[src/rtl/type_rule_cfg_ctrl.sv]
// Config sequencer for the type-lookup rule table: assembles word-serial rule
// commands and commits them one rule per cycle once the lookup path is idle.
//
// state   | meaning
// IDLE    | ready for the first beat of a command
// COLLECT | gathering the remaining WRITE beats
// DRAIN   | malformed command, swallowing beats up to last
// WAIT_Q  | command complete, holding off until the datapath is quiescent
// COMMIT  | single-rule write (WRITE / INVALIDATE)
// CLEAR   | invalidating every rule, one per cycle
module type_rule_cfg_ctrl #(
    parameter int RULE_NUM  = 8,
    parameter int RULE_BITS = 200,
    parameter int CFG_WIDTH = 32,
    localparam int BEATS    = (RULE_BITS + CFG_WIDTH - 1) / CFG_WIDTH,
    localparam int IDX_W    = (RULE_NUM > 1) ? $clog2(RULE_NUM) : 1
) (
    input  logic                 i_clk,
    input  logic                 i_rst_n,
    input  logic                 i_cfg_valid,
    output logic                 o_cfg_ready,
    input  logic [CFG_WIDTH-1:0] i_cfg_data,
    input  logic                 i_cfg_last,
    input  logic [1:0]           i_cfg_cmd,
    input  logic [IDX_W-1:0]     i_cfg_idx,
    input  logic                 i_quiesce_ok,
    input  logic                 i_err_clr,
    output logic [RULE_NUM-1:0]  o_rule_wren,
    output logic                 o_rule_valid,
    output logic [RULE_BITS-1:0] o_rule_payload,
    output logic                 o_busy,
    output logic                 o_done,
    output logic                 o_err
);
    localparam int BEAT_W = (BEATS > 1) ? $clog2(BEATS) : 1;
    localparam logic [1:0] CMD_WRITE = 2'd0;
    localparam logic [1:0] CMD_INVAL = 2'd1;
    localparam logic [1:0] CMD_CLEAR = 2'd2;
    localparam logic [1:0] CMD_RSVD  = 2'd3;

    typedef enum logic [2:0] {IDLE, COLLECT, DRAIN, WAIT_Q, COMMIT, CLEAR} state_t;

    state_t                state_q, state_d;
    logic [1:0]            cmd_q, cmd_d;
    logic [IDX_W-1:0]      idx_q, idx_d;
    logic [BEAT_W-1:0]     beat_q, beat_d;
    logic [RULE_BITS-1:0]  asm_q, asm_d;
    logic [IDX_W-1:0]      clr_q, clr_d;
    logic [RULE_NUM-1:0]   wren_q, wren_d;
    logic                  valid_q, valid_d;
    logic [RULE_BITS-1:0]  pay_q, pay_d;
    logic                  done_q, done_d;
    logic                  err_q, err_d;
    logic                  set_err;
    logic                  idx_bad;
    logic [BEAT_W-1:0]     beat_idx;

    assign o_cfg_ready    = (state_q == IDLE) || (state_q == COLLECT) || (state_q == DRAIN);
    assign o_busy         = (state_q != IDLE);
    assign o_rule_wren    = wren_q;
    assign o_rule_valid   = valid_q;
    assign o_rule_payload = pay_q;
    assign o_done         = done_q;
    assign o_err          = err_q;

    assign idx_bad  = ({1'b0, i_cfg_idx} >= (IDX_W + 1)'(RULE_NUM));
    assign beat_idx = (state_q == IDLE) ? '0 : beat_q;

    always_comb begin
        state_d = state_q;
        cmd_d   = cmd_q;
        idx_d   = idx_q;
        beat_d  = beat_q;
        asm_d   = asm_q;
        clr_d   = clr_q;
        wren_d  = '0;
        valid_d = 1'b0;
        pay_d   = '0;
        done_d  = 1'b0;
        set_err = 1'b0;

        // Beats beyond RULE_BITS fall off the end of the assembly register.
        if (i_cfg_valid && (state_q == IDLE || state_q == COLLECT)) begin
            for (int b = 0; b < CFG_WIDTH; b++) begin
                if (int'(beat_idx) * CFG_WIDTH + b < RULE_BITS)
                    asm_d[int'(beat_idx) * CFG_WIDTH + b] = i_cfg_data[b];
            end
        end

        case (state_q)
            IDLE: begin
                if (i_cfg_valid) begin
                    cmd_d  = i_cfg_cmd;
                    idx_d  = i_cfg_idx;
                    beat_d = BEAT_W'(1);
                    if (i_cfg_cmd == CMD_RSVD || idx_bad) begin
                        if (i_cfg_last) set_err = 1'b1;
                        else            state_d = DRAIN;
                    end else if (i_cfg_cmd == CMD_WRITE && BEATS > 1) begin
                        if (i_cfg_last) set_err = 1'b1;
                        else            state_d = COLLECT;
                    end else begin
                        state_d = i_cfg_last ? WAIT_Q : DRAIN;
                    end
                end
            end
            COLLECT: begin
                if (i_cfg_valid) begin
                    if (beat_q == BEAT_W'(BEATS - 1)) begin
                        state_d = i_cfg_last ? WAIT_Q : DRAIN;
                    end else if (i_cfg_last) begin
                        state_d = IDLE;
                        set_err = 1'b1;
                    end else begin
                        beat_d = beat_q + 1'b1;
                    end
                end
            end
            DRAIN: begin
                if (i_cfg_valid && i_cfg_last) begin
                    state_d = IDLE;
                    set_err = 1'b1;
                end
            end
            WAIT_Q: begin
                if (i_quiesce_ok) begin
                    if (cmd_q == CMD_CLEAR) begin
                        state_d = CLEAR;
                        clr_d   = '0;
                        wren_d  = RULE_NUM'(1);
                        done_d  = (RULE_NUM == 1);
                    end else begin
                        state_d = COMMIT;
                        wren_d  = RULE_NUM'(1) << idx_q;
                        valid_d = (cmd_q == CMD_WRITE);
                        pay_d   = (cmd_q == CMD_WRITE) ? asm_q : '0;
                        done_d  = 1'b1;
                    end
                end
            end
            COMMIT: state_d = IDLE;
            CLEAR: begin
                if (clr_q == IDX_W'(RULE_NUM - 1)) begin
                    state_d = IDLE;
                end else begin
                    clr_d  = clr_q + 1'b1;
                    wren_d = RULE_NUM'(1) << (clr_q + 1'b1);
                    done_d = (clr_q == IDX_W'(RULE_NUM - 2));
                end
            end
            default: state_d = IDLE;
        endcase

        err_d = err_q;
        if (i_err_clr) err_d = 1'b0;
        if (set_err)   err_d = 1'b1;
    end

    always_ff @(posedge i_clk or negedge i_rst_n) begin
        if (!i_rst_n) begin
            state_q <= IDLE;
            cmd_q   <= CMD_WRITE;
            idx_q   <= '0;
            beat_q  <= '0;
            asm_q   <= '0;
            clr_q   <= '0;
            wren_q  <= '0;
            valid_q <= 1'b0;
            pay_q   <= '0;
            done_q  <= 1'b0;
            err_q   <= 1'b0;
        end else begin
            state_q <= state_d;
            cmd_q   <= cmd_d;
            idx_q   <= idx_d;
            beat_q  <= beat_d;
            asm_q   <= asm_d;
            clr_q   <= clr_d;
            wren_q  <= wren_d;
            valid_q <= valid_d;
            pay_q   <= pay_d;
            done_q  <= done_d;
            err_q   <= err_d;
        end
    end

    logic unused_inval;
    assign unused_inval = (CMD_INVAL == 2'd1);

endmodule

[config.mk]
export PLATFORM = sky130hd
export DESIGN_NAME = type_rule_cfg_ctrl
export DESIGN_NICKNAME = d
export VERILOG_FILES = /design/src/rtl/type_rule_cfg_ctrl.sv
export SDC_FILE = /design/constraint.sdc
export NUM_CORES = 1
export LEC_CHECK = 0
export BUFFER_PORTS_ARGS = -buffer_cell sky130_fd_sc_hd__clkbuf_2
export CORE_ASPECT_RATIO = 0.9
export CORE_MARGIN = 2
export CORE_UTILIZATION = 40
export DETAILED_ROUTE_END_ITERATION = 6
export PLACE_DENSITY = 0.73
export SLEW_MARGIN = 30
export SYNTH_ARGS = -nofsm -noshare
export SYNTH_HDL_FRONTEND = slang
export SYNTH_SLANG_ARGS = --single-unit
export TNS_END_PERCENT = 10
[constraint.sdc]
create_clock -name i_clk -period 2.2 [get_ports i_clk]
set_input_delay 0.66 -clock i_clk [delete_from_list [all_inputs] [get_ports i_clk]]
set_output_delay 0.66 -clock i_clk [all_outputs]
set_load 0.005 [all_outputs]
==> results of run 1 <==
[repair_timing]
action / in CTS / in global routing
pin swaps: 1 / 1
setup endpoints to repair: 66 / 128
buffers inserted: 0 / 0
gates resized for setup: 40 / 12
[area by class of cell]
type | count | area, um^2 | area share, %
sequential | 425 | 10600 | 55.9
clock buffer | 60 | 1220 | 6.41
multi-input combinational | 504 | 4440 | 23.3
timing repair buffer | 302 | 1830 | 9.59
clock inverter | 16 | 275 | 1.45
tap | 483 | 604 | 3.18
inverter | 8 | 30.0 | 0.158
[cells in the final DEF (no fill, tap or decap), drive strengths merged, types with 2 or more instances in the layout]
cell / n
nand3: 3
or3b: 2
clkbuf: 314
o31ai: 2
clkinv: 6
buf: 48
nor3b: 2
dfrtp: 425
nand2: 11
bufinv: 7
or3: 3
mux2i: 3
mux2: 206
nand2b: 7
nor3: 7
nand4b: 2
o22ai: 7
o21ai: 6
inv: 10
a21oi: 5
nand3b: 3
and2: 202
ha: 8
o32ai: 2
nor2: 8
[through the flow]
| stage | setup TNS (ps) | std cells | total power, mW | cell area [um^2] |
|---|---|---|---|---|
| 3_5_place_dp | -49420 | 1722 | 13.1 | 17300 |
| 2_1_floorplan | -23470 | 985 | 11.9 | 15100 |
| 4_1_cts | -2680 | 1798 | 20.9 | 19000 |
| 6_report | -1380 | 1798 | 20.7 | 19000 |
| 3_3_place_gp | -45010 | 1722 | 12.8 | 17300 |
| 5_1_grt | -4780 | 1798 | 21.7 | 19000 |
[worst register-to-register path, delay by kind of cell (launching register included)]
kind,cells,cell delay [ps]
buffers and inverters,1,220
flip-flops,1,430
multiplexers,1,380
AND/OR/NAND/NOR,3,1130
[logic make-up (layout without fill, tap and decap cells)]
group	after synthesis	in the layout	share of synthesized area [%]
compound gates	29	29	1.24
xor+xnor	1	1	0.0579
fa+ha+maj	9	9	0.727
buf+inv	56	386	1.71
flops	425	425	70.3
mux	209	209	15.5
simple gates	256	256	10.5
[metal layers]
metal / up-vias / part of all wire, % / global-route usage (%)
met5: - / 0 / 0
met4: 0 / 2.2 / 4.56
met3: 59 / 5.5 / 4.25
met2: 204 / 47 / 27.1
met1: 4455 / 45 / 23.0
li1: 3882 / - / -
[flip-flops by register name, indices dropped and copies added (netlist names)]
| name | cells |
|---|---|
| asm_q | 200 |
| o_rule_payload | 200 |
| o_rule_wren | 8 |
| beat_q | 3 |
| clr_q | 3 |
| idx_q | 3 |
| state_q | 3 |
| cmd_q | 2 |
| o_done | 1 |
| o_err | 1 |
| o_rule_valid | 1 |
[worst min path at each step]
stage | startpoint | endpoint | slack [ps] | cells past startpoint
6_report | i_rst_n | asm_q[12] | 50 | 1
5_1_grt | i_rst_n | asm_q[12] | 60 | 1
4_1_cts | i_rst_n | asm_q[172] | 50 | 1
3_5_place_dp | asm_q[145] | o_rule_payload[145] | 460 | 1
3_3_place_gp | asm_q[29] | o_rule_payload[29] | 460 | 1
2_1_floorplan | i_rst_n | asm_q[0] | 360 | 0
[power by group]
group	leakage, nW	switching, mW	internal, mW	total (mW)
Sequential	5.75	0.712	9.22	9.94
Combinational	3.41	1.34	1.74	3.09
Clock	0.732	2.97	4.70	7.67
==> results_dict.tcl, run 1 <==
set metrics [dict create \
    synth_seq_cells 425 \
    hold_buffers 0 \
    min_path_type "in -> async" \
    areaGrowthSynthToFinish_pct 25.7 \
    numCtsBuffers 43 \
    crit_chain "buf_4 > or3_4 > clkbuf_2" \
    grt_max_degree 111 \
    ios 256 \
    vdd_drop_max_mv 0.681 \
    setup_viol 48 \
    setup_slack_ps -73.7 \
    core_um2 37300 \
    r2r-end "asm_q[86]" \
    synth_area_um2 15100 \
    grt_pass1_wl_mm 52.1 \
    worstSetupPathDepth 3 \
    grt_overflow 0 \
    worstSetupEndpoint "o_busy" \
    fillers 3119 \
    clock_path_buffers 3 \
    place_hpwl_mm 21.0 \
    yosysWarnings 0 \
    status "complete, but fails checks" \
    nets 1335 \
    final_util_pct 51.0 \
    ys_async_sr_fraction_pct 100 \
    min_period_over_period_pct 103 \
    diodes 0 \
    die_h_um 189 \
    antenna_found_initial 0 \
    synth_area_leaders "dfrtp_1 70%, mux2_2 15%, and2_1 8.3%" \
    htreeDepth 2 \
    post_route_cells_drive_above_1_share_pct 44.7 \
    ff2ff_setup_slack_ps -70 \
    holdWs_ps 50.0 \
    r2r-start "state_q[2]" \
    hold_violations 0 \
    grt_pass1_vias 9142 \
    power.density_nw_per_um2 1090 \
    cp_top_family "flip-flops" \
    routedWlPerCell_um 18.2 \
    die_w_um 209 \
    worstSetupStartpoint "state_q[1]" \
    synth_top_area_cell "dfrtp_1" \
    cp-end-kind "primary output" \
    dr.pass1.iters 4 \
    crit_fanout 7 \
    syn-num-nets 1036 \
    worst_slew_pin_slew_ps 487 \
    synth_edf_count 0 \
    p_leak_nw 9.90 \
    routed_wl_mm 32.7 \
    ant_nets 0 \
    path_buf_inv 2 \
    synth_top_cell_area_share_pct 70.3 \
    layout_min_cycle_time_ps 2270 \
    dieArea_um2 39400 \
    max_slew_margin_pct 67.2 \
    path_class "reg -> out" \
    num_vias 8600 \
    cts.sink_count 425 \
    rows 67 \
    cp.arrival_ps 1610 \
    worstPathRequired_ps 1540 \
    first_iter_violations 421 \
    port_buffers 255 \
    cts_tree "built" \
    violations "setup timing" \
    synth_area_per_cell_um2 15.4 \
    clkSlewWorstSetupHoldPaths_ps 60 \
    slew_violations 0 \
    worst_clock_skew_ps 20.1 \
    grt_setup_unrepaired "true" \
    fmax_ghz 0.440 \
    seq_area_frac_synth_pct 70.3 \
    worstRegToRegCells 5 \
    cpMaxStageDelayCell "dfrtp_1" \
    yosysMostFrequentCell "dfrtp_1" \
    drcViolationCount 0 \
    initial_utilization_pct 40.6 \
    netlist_instances 985 \
    clk_latency_ps 540 \
    startpoint_type "flip-flop" \
    grtUsageTotal_pct 16.9 \
    gp_congestion 0.807 \
    viasPerCell 4.78 \
    max_cap_viol_count 0 \
    max_stage_delay_ps 410 \
    synthTopCellsByCount "425 x dfrtp_1, 205 x mux2_2, 202 x and2_1" \
    preCtsSetupSlack_ps -441 \
    ys_types 42 \
    cts_root_buffer "clkbuf_16" \
    yosys_most_used_dff "dfrtp_1" \
]
Power figures use the tool's default switching activity.
==> run 2: changes to the inputs <==
--- a/config.mk
+++ b/config.mk
@@ -5,12 +5,11 @@
 export SDC_FILE = /design/constraint.sdc
 export NUM_CORES = 1
 export LEC_CHECK = 0
-export BUFFER_PORTS_ARGS = -buffer_cell sky130_fd_sc_hd__clkbuf_2
+export BUFFER_PORTS_ARGS = -buffer_cell sky130_fd_sc_hd__buf_2
 export CORE_ASPECT_RATIO = 0.9
 export CORE_MARGIN = 2
 export CORE_UTILIZATION = 40
 export DETAILED_ROUTE_END_ITERATION = 6
-export PLACE_DENSITY = 0.73
 export SLEW_MARGIN = 30
 export SYNTH_ARGS = -nofsm -noshare
 export SYNTH_HDL_FRONTEND = slang
==> run 2 against run 1 <==
  * The flow still finishes with violations (setup timing)
  * Total power fell by 1.1%
  * Combinational power fell by 1%
  * Clock power decreased by 2%
  * Sequential power shrank 0.4%
  * Flip-flop and latch count did not move
  * Clock-buffer cell count is 4 higher
  * Routed wire length up 2.6%
  * Critical endpoint unchanged
  * Largest cell class unchanged
  * Largest power group unchanged
==> results_dict.tcl, run 2 (synthesized netlist as in run 1, its figures left out) <==
set metrics [dict create \
    status "complete, but fails checks" \
    violations "setup timing" \
    gp_congestion 0.761 \
    r2r-start "state_q[2]" \
    post_route_cells_drive_above_1_share_pct 45.0 \
    final_util_pct 51.6 \
    min_period_over_period_pct 102 \
    numCtsBuffers 44 \
    grt_overflow 0 \
    dieArea_um2 39400 \
    slew_violations 0 \
    grt_setup_unrepaired "true" \
    regArea_um2 10600 \
    max_cap_viol_count 0 \
    clock_path_buffers 3 \
    crit_fanout 11 \
    crit_chain "buf_6 > or3_1 > buf_2" \
    r2r-end "asm_q[78]" \
    setup_slack_ps -45.9 \
    fillers 3180 \
    worst_slew_pin_slew_ps 450 \
    clk_latency_ps 540 \
    nets 1348 \
    areaGrowthSynthToFinish_pct 27.2 \
    fin_tns_setup_ps -587 \
    fmax_ghz 0.445 \
    grt_max_degree 58 \
    cpMaxStageDelayCell "dfrtp_1" \
    ios 256 \
    vdd_drop_max_mv 0.806 \
    worstSetupEndpoint "o_busy" \
    cts_tree "built" \
    worstPathRequired_ps 1540 \
    worstSetupStartpoint "state_q[1]" \
    grt_pass1_vias 8965 \
    drcViolationCount 0 \
    antenna_found_initial 0 \
    worst_clock_skew_ps 10.7 \
    multi_input_area_um2 4430 \
    ant_nets 0 \
    cts.sink_count 425 \
    rows 67 \
    core_um2 37300 \
    max_slew_margin_pct 69.7 \
    die_w_um 209 \
    grtUsageTotal_pct 17.1 \
    hold_buffers 0 \
    ff2ff_setup_slack_ps -40 \
    routed_wl_mm 33.5 \
    cp-end-kind "primary output" \
    grt_pass1_wl_mm 51.7 \
    port_buffers 255 \
    final_common_cell "dfrtp_1" \
    setup_viol 24 \
    max_stage_delay_ps 400 \
    num_vias 8580 \
    htreeDepth 2 \
    cp_top_family "flip-flops" \
    routedWlPerCell_um 18.5 \
    path_buf_inv 2 \
    worstSetupPathDepth 3 \
    startpoint_type "flip-flop" \
    layout_min_cycle_time_ps 2250 \
    p_leak_nw 10.2 \
    final_cell_mix "425 x dfrtp_1, 254 x buf_2, 202 x and2_1, 159 x mux2_2" \
    place_hpwl_mm 22.0 \
    die_h_um 189 \
    cp.arrival_ps 1590 \
    initial_utilization_pct 40.6 \
    path_class "reg -> out" \
    diodes 0 \
    viasPerCell 4.74 \
    power.density_nw_per_um2 1060 \
    clkSlewWorstSetupHoldPaths_ps 60 \
    holdWs_ps 33.2 \
    hold_violations 0 \
    cts_root_buffer "clkbuf_16" \
    dr.pass1.iters 4 \
    worstRegToRegCells 5 \
    first_iter_violations 478 \
    min_path_type "in -> async" \
]
==> run 2: changes by cell type in the layout (fill, tap and decap cells not counted), moves of 2 or more <==
cell,previous run,this run
clkbuf_16,43,46
mux2_4,44,46
clkbuf_2,254,0
buf_2,0,254
buf_12,14,25
clkinv_2,4,7
bufinv_16,7,4
mux2_2,162,159
clkbuf_8,8,11
==> run 2: worst min path at each step <==
stage | cells after the start | from | endpoint | slack [ps]
6_report | 1 | i_rst_n | o_rule_payload[25] | 30
5_1_grt | 1 | i_rst_n | o_rule_payload[25] | 40
4_1_cts | 1 | i_rst_n | asm_q[57] | 30
3_5_place_dp | 1 | asm_q[36] | o_rule_payload[36] | 460
3_3_place_gp | 1 | asm_q[15] | o_rule_payload[15] | 460
2_1_floorplan | 0 | i_rst_n | asm_q[0] | 360
==> run 2: through the flow <==
stage | area [um^2] | setup slack (ps) | std cells | total power, mW
2_1_floorplan | 15100 | -301 | 985 | 11.9
3_3_place_gp | 17500 | -513 | 1730 | 12.9
3_5_place_dp | 17500 | -497 | 1730 | 13.1
4_1_cts | 19100 | -91.5 | 1810 | 20.7
5_1_grt | 19300 | -126 | 1811 | 21.5
6_report | 19300 | -45.9 | 1811 | 20.5
==> run 2: what timing repair did <==
action	in CTS	in global routing
gates cloned	1	1
endpoints found under the setup margin	65	87
pin swaps	1	2
gates resized for setup	11	53
setup buffers	2	1
==> run 2: layer usage <==
metal  track usage (%)  vias up  share of wire, %
li1                  -     3918                 -
met1              23.8     4414                47
met2              26.9      202                46
met3              4.32       46               5.6
met4              4.29        0               1.7
met5                 0        -                 0
==> run 2: power by group <==
group          switching [mW]  total (mW)  internal, mW
clock network            2.94        7.52          4.58
registers               0.678        9.90          9.22
logic                    1.31        3.05          1.73
total                    4.93        20.5          15.5
==> run 2: cell type report <==
| type | count | share of cell area [%] |
|---|---|---|
| flip-flops and latches | 425 | 55.2 |
| inverters | 8 | 0.156 |
| repair buffers | 314 | 10.8 |
| multi-input cells | 504 | 23.0 |
| clock inverters | 13 | 0.910 |
| well taps | 483 | 3.14 |
| clock buffers | 64 | 6.79 |
==> run 3: changes to the inputs <==
--- a/config.mk
+++ b/config.mk
@@ -5,6 +5,7 @@
 export SDC_FILE = /design/constraint.sdc
 export NUM_CORES = 1
 export LEC_CHECK = 0
+export ABC_AREA = 1
 export BUFFER_PORTS_ARGS = -buffer_cell sky130_fd_sc_hd__buf_2
 export CORE_ASPECT_RATIO = 0.9
 export CORE_MARGIN = 2
==> run 3 against run 2 <==
  * The run now ends clean
  * Routed wire length is 1.2% higher
  * Register-to-register slack better by 440 ps
  * Largest power group unchanged
  * Worst hold slack better by 270 ps
  * Largest cell class unchanged
  * Clock power is 4.1% lower
  * Highest routed layer unchanged
  * First-iteration DRC count is 52% higher
  * Die area is 2.5% higher
  * Cell area is 2.7% lower
  * Maximum frequency is 7.3% higher
  * Critical path depth is 1 higher
==> results_dict.tcl, run 3 <==
set metrics [dict create \
    power_mw 20.8 \
    ios 256 \
    clock_path_buffers 3 \
    fin_cells 2273 \
    synth_seq_cells 425 \
    min_period_over_period_pct 95.1 \
    drcViolationCount 0 \
    max_stage_delay_ps 450 \
    power_frac_comb_pct 16.7 \
    seq_area_frac_synth_pct 68.5 \
    path_class "reg -> out" \
    port_buffers 255 \
    setup_slack_ps 107 \
    synth_top_area_cell "dfrtp_1" \
    clkSlewWorstSetupHoldPaths_ps 60 \
    dr.pass1.iters 4 \
    p_clk_share_pct 34.7 \
    place_hpwl_mm 22.1 \
    synth_edf_count 0 \
    final_common_cell "dfrtp_1" \
    grtUsageTotal_pct 17.5 \
    cts_root_buffer "clkbuf_16" \
    cp_common_cell "nand2_1" \
    holdWs_ps 300 \
    worst_clock_skew_ps 17.4 \
    max_slew_margin_pct 64.4 \
    yosysWarnings 0 \
    hold_violations 0 \
    slew_violations 0 \
    cts_tree "built" \
    routedWlPerCell_um 14.9 \
    internal-power_mw 14.8 \
    ant_nets 0 \
    placed_cells 2195 \
    worstPathRequired_ps 1540 \
    die_h_um 191 \
    numCtsBuffers 44 \
    grt_pass1_wl_mm 55.6 \
    gp_congestion 0.804 \
    seqPwrFrac_pct 48.6 \
    viasPerCell 4.48 \
    antenna_found_initial 0 \
    startpoint_type "flip-flop" \
    setup_viol 0 \
    max_cap_viol_count 0 \
    grt_overflow 0 \
    min_path_type "in -> reg" \
    synth_area_per_cell_um2 10.5 \
    synth_top_cell_area_share_pct 68.5 \
    cpMaxStageDelayCell "dfrtp_2" \
    yosys_most_used_dff "dfrtp_1" \
    syn-num-nets 1528 \
    p_switching_mw 5.97 \
    final_util_pct 48.9 \
    clk_latency_ps 560 \
    grt_setup_unrepaired "false" \
    path_buf_inv 2 \
    netlist_instances 1477 \
    synth_area_leaders "dfrtp_1 68%, inv_1 6.2%, nand2_1 6.0%" \
    crit_chain "inv_1 > nand2_1 > nand2_1 > buf_2" \
    nets 1804 \
    crit_fanout 6 \
    dpl_cell_area_um2 17300 \
    die_w_um 212 \
    post_route_cells_drive_above_1_share_pct 23.9 \
    power.density_nw_per_um2 1110 \
    final_cell_mix "423 x dfrtp_1, 254 x inv_1, 254 x buf_2, 246 x nand2_1, 223 x nor2_1" \
    layout_min_cycle_time_ps 2090 \
    diodes 0 \
    htreeDepth 2 \
    status "finished clean" \
    core_um2 38300 \
    cp.arrival_ps 1430 \
    ys_types 25 \
    grt_max_degree 99 \
    preCtsSetupSlack_ps 299 \
    routed_wl_mm 34.0 \
    grt_pass1_vias 10400 \
    cp_top_family "flip-flops" \
    first_iter_violations 728 \
    dieArea_um2 40400 \
    rows 68 \
    fin_tns_setup_ps 0 \
    cp-end-kind "primary output" \
    fmax_ghz 0.478 \
    areaGrowthSynthToFinish_pct 20.6 \
    num_vias 10200 \
    final_area_um2 18700 \
    synth_area_um2 15500 \
    p_leak_nw 9.96 \
    yosysMostFrequentCell "dfrtp_1" \
    cts.sink_count 425 \
    synthTopCellsByCount "425 x dfrtp_1, 255 x inv_1, 247 x nand2_1" \
    ys_async_sr_fraction_pct 100 \
    vdd_drop_max_mv 0.598 \
    worst_slew_pin_slew_ps 534 \
    p_sw_share_pct 28.7 \
    initial_utilization_pct 40.6 \
]
## run 3: power by group through the flow
stage / Clock (mW) / Sequential [mW] / Combinational, mW
2_1_floorplan: 0 / 10.0 / 2.74
3_3_place_gp: 0 / 10.2 / 3.40
3_5_place_dp: 0 / 10.2 / 3.51
4_1_cts: 7.44 / 10.1 / 3.54
5_1_grt: 7.76 / 10.3 / 4.11
6_report: 7.21 / 10.1 / 3.48
## run 3: worst paths after layout
| path | from | cells after the start | endpoint | slack [ps] |
|---|---|---|---|---|
| worst max-delay path | state_q[2] | 4 | o_cfg_ready | 110 |
| worst min-delay path | i_err_clr | 2 | o_err | 300 |
| worst max register to register | state_q[2] | 8 | asm_q[113] | 400 |
| worst min register to register | asm_q[22] | 2 | asm_q[22] | 480 |
| max in group asynchronous | i_rst_n | 3 | o_rule_payload[120] | 810 |
| min in group asynchronous | i_rst_n | 2 | asm_q[106] | 550 |
## run 3: final cells by class
cell class	instances	area, um^2
Sequential cell	425	10600
Inverter	257	965
Tap cell	490	613
Fill cell	3591	19600
Clock buffer	64	1310
Clock inverter	12	106
Timing Repair Buffer	290	1650
Multi-Input combinational cell	735	3450
## run 3: cell families after synthesis
group / Yosys count / synth area share (%)
compound gates: 226 / 8.60
fa+ha+maj: 8 / 0.645
simple gates: 501 / 12.9
buf+inv: 317 / 9.32
flops: 425 / 68.5
## run 3: metal layers
layer  wire (um)  part of all wire (%)  vias to the layer above  track usage [%]
li1            -                     -                     5032                -
met1       16600                    49                     4869             25.8
met2       15000                    44                      231             26.4
met3        1640                   4.8                       46             3.33
met4         675                   2.0                        0             5.09
met5           0                     0                        -                0
## run 3: worst reg2reg max path, stage by stage (launching register included)
cell	delay, ps
dfrtp_2	450
nor2_4	160
buf_4	140
nand2_4	60
nor3_4	280
nand2_4	70
buf_4	290
nand2_1	140
o21ai_1	70
## run 3: what timing repair did
action | in CTS | in global routing
buffers inserted | 0 | 1
hold endpoints to repair | 24 | 0
setup endpoints to repair | 0 | 2
hold buffers | 1 | 0
gates resized for setup | 0 | 3
